<file path="src/rtl/evt_gen_pkg.sv">
// Shared state encoding, default sizing and counter-width helper for event_stream_gen.
package evt_gen_pkg;

  localparam int N_W_DEF   = 16;
  localparam int RATIO_DEF = 4;

  typedef enum logic [1:0] {
    ST_IDLE  = 2'd0,
    ST_EMIT0 = 2'd1,
    ST_EMIT1 = 2'd2,
    ST_DONE  = 2'd3
  } state_e;

  // Width that holds Cnt1*RATIO for any Cnt1 without truncation.
  function automatic int rem_w(input int n_w, input int ratio);
    return n_w + $clog2(ratio);
  endfunction

endpackage

</file>
<file path="src/rtl/evt_down_cnt.sv">
// Loadable down-counter tracking the pulses still owed in one phase of a command.
// A load with dec set accounts for a pulse launched on the same edge as the load.
module evt_down_cnt #(
  parameter int W = 16
) (
  input  logic         clk,
  input  logic         rst_n,
  input  logic         load,
  input  logic         dec,
  input  logic [W-1:0] load_val,
  output logic         zero
);

  logic [W-1:0] cnt_q, cnt_d;

  // Next count: load wins over decrement; never wraps below zero.
  always_comb begin
    cnt_d = cnt_q;
    if (load) begin
      cnt_d = load_val - W'(dec);
    end else if (dec && (cnt_q != '0)) begin
      cnt_d = cnt_q - W'(1'b1);
    end else begin
      cnt_d = cnt_q;
    end
  end

  // Count register.
  always_ff @(posedge clk or negedge rst_n) begin
    if (!rst_n) begin
      cnt_q <= '0;
    end else begin
      cnt_q <= cnt_d;
    end
  end

  assign zero = (cnt_q == '0);

endmodule

</file>
<file path="src/rtl/event_stream_gen.sv">
// Event stream generator: expands a (Cnt0, Cnt1) command into En/Slt pulses for the dual event counter.
// Optional EVT_GAP_EN macro inserts one idle cycle between consecutive pulses.
module event_stream_gen
  import evt_gen_pkg::*;
#(
  parameter int N_W   = N_W_DEF,
  parameter int RATIO = RATIO_DEF
) (
  input  logic           Clk,
  input  logic           Reset,
  input  logic           CmdValid,
  output logic           CmdReady,
  input  logic [N_W-1:0] Cnt0,
  input  logic [N_W-1:0] Cnt1,
  input  logic           Pause,
  output logic           En,
  output logic           Slt,
  output logic           Busy,
  output logic           Done
);

  localparam int REM1_W = rem_w(N_W, RATIO);

  state_e state_q, state_d;
  logic   en_q, en_d;
  logic   slt_q, slt_d;
  logic   done_q, done_d;
  logic   busy_q, busy_d;
  logic   ready_q, ready_d;

  logic              accept;
  logic              fire_ok;
  logic              load;
  logic              dec0;
  logic              dec1;
  logic              zero0;
  logic              zero1;
  logic [REM1_W-1:0] cnt1_x;

  evt_down_cnt #(.W(N_W)) u_cnt0 (
    .clk      (Clk),
    .rst_n    (Reset),
    .load     (load),
    .dec      (dec0),
    .load_val (Cnt0),
    .zero     (zero0)
  );

  evt_down_cnt #(.W(REM1_W)) u_cnt1 (
    .clk      (Clk),
    .rst_n    (Reset),
    .load     (load),
    .dec      (dec1),
    .load_val (cnt1_x),
    .zero     (zero1)
  );

  // Decides at each edge whether the following cycle carries a pulse; Slt follows the phase.
  always_comb begin
    state_d = state_q;
    en_d    = 1'b0;
    load    = 1'b0;
    dec0    = 1'b0;
    dec1    = 1'b0;
    accept  = CmdValid && ready_q;
    cnt1_x  = REM1_W'(Cnt1) * REM1_W'(RATIO);
`ifdef EVT_GAP_EN
    // The previous cycle must have been idle (a paused cycle also counts).
    fire_ok = !Pause && !en_q;
`else
    fire_ok = !Pause;
`endif

    case (state_q)
      ST_IDLE: begin
        if (accept) begin
          load = 1'b1;
          if ((Cnt0 == '0) && (Cnt1 == '0)) begin
            state_d = ST_DONE;
          end else if (Cnt0 != '0) begin
            state_d = ST_EMIT0;
            en_d    = !Pause;
            dec0    = !Pause;
          end else begin
            state_d = ST_EMIT1;
            en_d    = !Pause;
            dec1    = !Pause;
          end
        end else begin
          state_d = ST_IDLE;
        end
      end
      ST_EMIT0: begin
        if (!zero0) begin
          en_d = fire_ok;
          dec0 = fire_ok;
        end else if (zero1) begin
          state_d = ST_DONE;
        end else if (fire_ok) begin
          // Phase switches on the edge launching the first Slt=1 pulse, so Slt stays flat per phase.
          state_d = ST_EMIT1;
          en_d    = 1'b1;
          dec1    = 1'b1;
        end else begin
          state_d = ST_EMIT0;
        end
      end
      ST_EMIT1: begin
        if (!zero1) begin
          en_d = fire_ok;
          dec1 = fire_ok;
        end else begin
          state_d = ST_DONE;
        end
      end
      ST_DONE: begin
        state_d = ST_IDLE;
      end
      default: begin
        state_d = ST_IDLE;
      end
    endcase

    slt_d   = (state_d == ST_EMIT1);
    done_d  = (state_d == ST_DONE);
    busy_d  = (state_d != ST_IDLE);
    ready_d = (state_d == ST_IDLE);
  end

  // State and registered outputs.
  always_ff @(posedge Clk or negedge Reset) begin
    if (!Reset) begin
      state_q <= ST_IDLE;
      en_q    <= 1'b0;
      slt_q   <= 1'b0;
      done_q  <= 1'b0;
      busy_q  <= 1'b0;
      ready_q <= 1'b1;
    end else begin
      state_q <= state_d;
      en_q    <= en_d;
      slt_q   <= slt_d;
      done_q  <= done_d;
      busy_q  <= busy_d;
      ready_q <= ready_d;
    end
  end

  assign En       = en_q;
  assign Slt      = slt_q;
  assign Done     = done_q;
  assign Busy     = busy_q;
  assign CmdReady = ready_q;

endmodule

</file>
<file path="config.mk">
export PLATFORM = sky130hd
export DESIGN_NAME = event_stream_gen
export DESIGN_NICKNAME = d
export VERILOG_FILES = /design/src/rtl/evt_gen_pkg.sv /design/src/rtl/evt_down_cnt.sv /design/src/rtl/event_stream_gen.sv
export SDC_FILE = /design/constraint.sdc
export NUM_CORES = 1
export LEC_CHECK = 0
export CORE_MARGIN = 2
export CORE_UTILIZATION = 50
export DETAILED_ROUTE_END_ITERATION = 10
export GPL_ROUTABILITY_DRIVEN = 0
export PLACE_DENSITY = 0.76
export SYNTH_ARGS = -nofsm -noshare
export SYNTH_HDL_FRONTEND = slang
export SYNTH_SLANG_ARGS = --single-unit
</file>
<file path="constraint.sdc">
create_clock -name Clk -period 3.5 [get_ports Clk]
set_input_delay 0.35 -clock Clk [delete_from_list [all_inputs] [get_ports Clk]]
set_output_delay 0.35 -clock Clk [all_outputs]
set_load 0.05 [all_outputs]
</file>
==> summary.md <==
| Metric | Value |
|---|---|
| First-pass GRT wire length | 11900 µm |
| Post-synthesis sequential area ratio | 33.4% |
| Final net count | 433 |
| Footprint of the multi-input gates | 1940 µm² |
| Ports | 41 |
| Syn Std Cell Area | 3070 µm² |
| Crit Path Max Fanout | 5 |
| Drt pass-1 iters | 4 |
| Post-synth net total | 390 |
| CTS Buf Count | 5 |
| Clk slew on worst S/H paths | 80 ps |
| Die Span Y | 82.4 µm |
| # rows | 28 |
| DRC Markers | 0 |
| Startpoint types | input pin |
| Total global-route track usage | 23.0% |
| WL final | 7280 µm |
| Worst skew pair latency | 300 ps |
| Fillers | 542 |
| Pwr per Cell Area | 544 nW/µm² |
| CTS resizes | 0 |
| Leakage power | 0.00141 µW |
| Slew headroom | 39.1% |
| H-Tree Depth | 2 |
| Hold Path Class | in -> async |
| Outcome | finished clean |
| Final hold viol count | 0 |
| Initial core utilization | 51.9% |
| Clock Path Buffers | 2 |
| Die area | 6790 µm² |
| Floorplan core area | 5920 µm² |
| CP Capture Type | flop |
| Count leader, synth | nor2_1 |
| Die X | 82.4 µm |
| Syn Inst Count | 347 |
| WL/cell | 15.6 µm |
| VDD IR-drop max | 291 µV |
| Hold_ws | 177 ps |
| Skew final | 7.36 ps |
| Post-CTS setup buffers | 0 |
| FMAX | 0.347 GHz |
| Top FF cell, synth | dfrtp_1 |
| CP arrival | 3050 ps |
| Synth async-reset ratio | 100% |
| Slew Limit Fails | 0 |
| # hold bufs at CTS | 0 |
| Initial antenna violation count | 0 |
| 1st-iter DRT viols | 189 |
| Min Tclk post-route | 2880 ps |
| Post-route ant nets | 0 |
| Root Buffer | clkbuf_8 |
| # setup viols final | 0 |
| Top cell type's share of synthesized area | 32.6% |
| Vias in the first global route | 2629 |
| Slew @ Worst Pin | 913 ps |
| Yosys Warn Count | 0 |
| Seq. cell area | 1030 µm² |
| Number of flops mapped to enable cells by yosys | 0 |
| GRT overflow | 0 |
| Commonest cells in the netlist | nor2_1, dfrtp_1, nand2_1, xor2_1, xnor2_1 |
| CTS sink cnt | 41 |
| Period utilization | 82.3% |
| Share of layout cells above drive strength 1 | 11.0% |
| ANT cells | 0 |
| Ranking of synthesized cells by area | dfrtp_1, xor2_1, xnor2_1 |
| Worst EP required | 3660 ps |
| Vias | 2748 |
| DR vias/cell | 5.90 |
| Synth cell types | 61 |
| Cell taking the most area after synthesis | dfrtp_1 |
| Post-DP HPWL | 5450 µm |
| CTS tree | done |
| PortBufs | 40 |
| Crit Path Category | in -> reg |
| Area Growth Syn to Fin | 19.0% |
| Pin count of the biggest net entering global routing | 42 |
| RSZ-0062 raised after global routing | false |
| #FFs+latches synth | 41 |
| Setup TNS | 0 ps |
| Max cap viols | 0 |
| Avg Inst Size Synth | 8.86 µm² |
==> through the flow <==
| step | worst slack (ps) | std cells | utilization (%) | cell area, µm² | total power (µW) |
|---|---|---|---|---|---|
| after detailed placement | 342 | 458 | 60.1 | 3560 | 1640 |
| after floorplan | 983 | 347 | - | 3070 | 1390 |
| after CTS | 614 | 466 | 61.8 | 3660 | 1990 |
| after global routing | 402 | 466 | 61.8 | 3660 | 2130 |
| final | 618 | 466 | 61.8 | 3660 | 1990 |
| after global placement | 339 | 458 | 60.1 | 3560 | 1610 |
==> report_power, final <==
part | switching [µW] | total (µW) | internal, µW
sequential | 229 | 912 | 682
clock | 167 | 346 | 178
combinational | 394 | 733 | 339
==> registers in the layout, summed over array words and instances, names as in the netlist <==
signal and cells:
Slt 1, u_cnt1.cnt_q 18, state_q 2, u_cnt0.cnt_q 16, Busy 1, En 1
Done 1, CmdReady 1
==> worst max-delay path, cell delays in order <==
cell,delay [ps]
clkdlybuf4s50_1,500
nor4_1,550
nand2_1,230
o21ai_0,290
a21oi_1,120
ha_1,240
ha_1,250
nand4_1,130
nor4_1,80
xor2_1,150
nor2_1,110
a21oi_1,50
==> cells by family after synthesis <==
logic type / Yosys count / synth area share (%)
compound gates: 58 / 13.1
xor+xnor: 47 / 13.4
fa+ha+maj: 7 / 2.85
buf+inv: 25 / 3.62
flops: 41 / 33.4
mux: 7 / 2.32
simple gates: 162 / 31.3
==> final timing paths <==
path / from / end / slack (ps) / cells after the start
min: Reset / u_cnt0.cnt_q[10] / 180 / 1
min in group Clk: u_cnt1.cnt_q[2] / u_cnt1.cnt_q[2] / 600 / 2
max in group asynchronous: Reset / u_cnt1.cnt_q[12] / 2750 / 1
max reg2reg: u_cnt0.cnt_q[7] / u_cnt0.cnt_q[14] / 660 / 12
min reg2reg: u_cnt1.cnt_q[2] / u_cnt1.cnt_q[2] / 600 / 2
max: Cnt0[7] / u_cnt0.cnt_q[14] / 620 / 12
==> area by class of cell <==
cell class / count / share of cell area [%]
sequential: 41 / 28.1
inverter: 14 / 1.44
timing repair buffer: 47 / 12.2
clock inverter: 1 / 0.137
clock buffer: 7 / 2.63
tap: 75 / 2.56
multi-input combinational: 281 / 52.9
==> layout by cell type (no fill, tap or decap), types with 2 or more instances in the layout <==
master | netlist | routed
clkbuf_8 | 0 | 7
or4_4 | 3 | 3
xnor2_1 | 20 | 20
nand3_1 | 18 | 18
nor3_1 | 14 | 14
nor4_4 | 3 | 3
xor2_1 | 27 | 27
or3_1 | 4 | 4
buf_4 | 0 | 7
ha_1 | 7 | 7
a31oi_1 | 5 | 5
o31a_1 | 2 | 2
dfrtp_1 | 40 | 40
nand2_1 | 27 | 27
and3_1 | 3 | 3
nand4_1 | 7 | 7
o21ai_1 | 2 | 2
a21oi_1 | 13 | 13
inv_1 | 14 | 14
mux2i_1 | 6 | 6
and2b_2 | 2 | 2
or4_1 | 4 | 4
o21ai_0 | 17 | 17
nand4b_1 | 4 | 4
a21o_1 | 2 | 2
o211ai_1 | 4 | 4
nand3b_1 | 3 | 3
nor4b_4 | 2 | 2
clkdlybuf4s50_1 | 0 | 39
nor4_1 | 12 | 12
nor2_1 | 42 | 42
==> routing by layer <==
layer | wire length [µm] | share of wire, % | vias to the layer above | GRT usage (%)
met5 | 0 | 0 | - | 0
met4 | 146 | 2.0 | 0 | 9.17
met3 | 350 | 4.8 | 9 | 3.04
met2 | 3720 | 51 | 84 | 42.3
met1 | 3070 | 42 | 1310 | 26.9
li1 | - | - | 1345 | -
(Power assumes the default switching activity.)
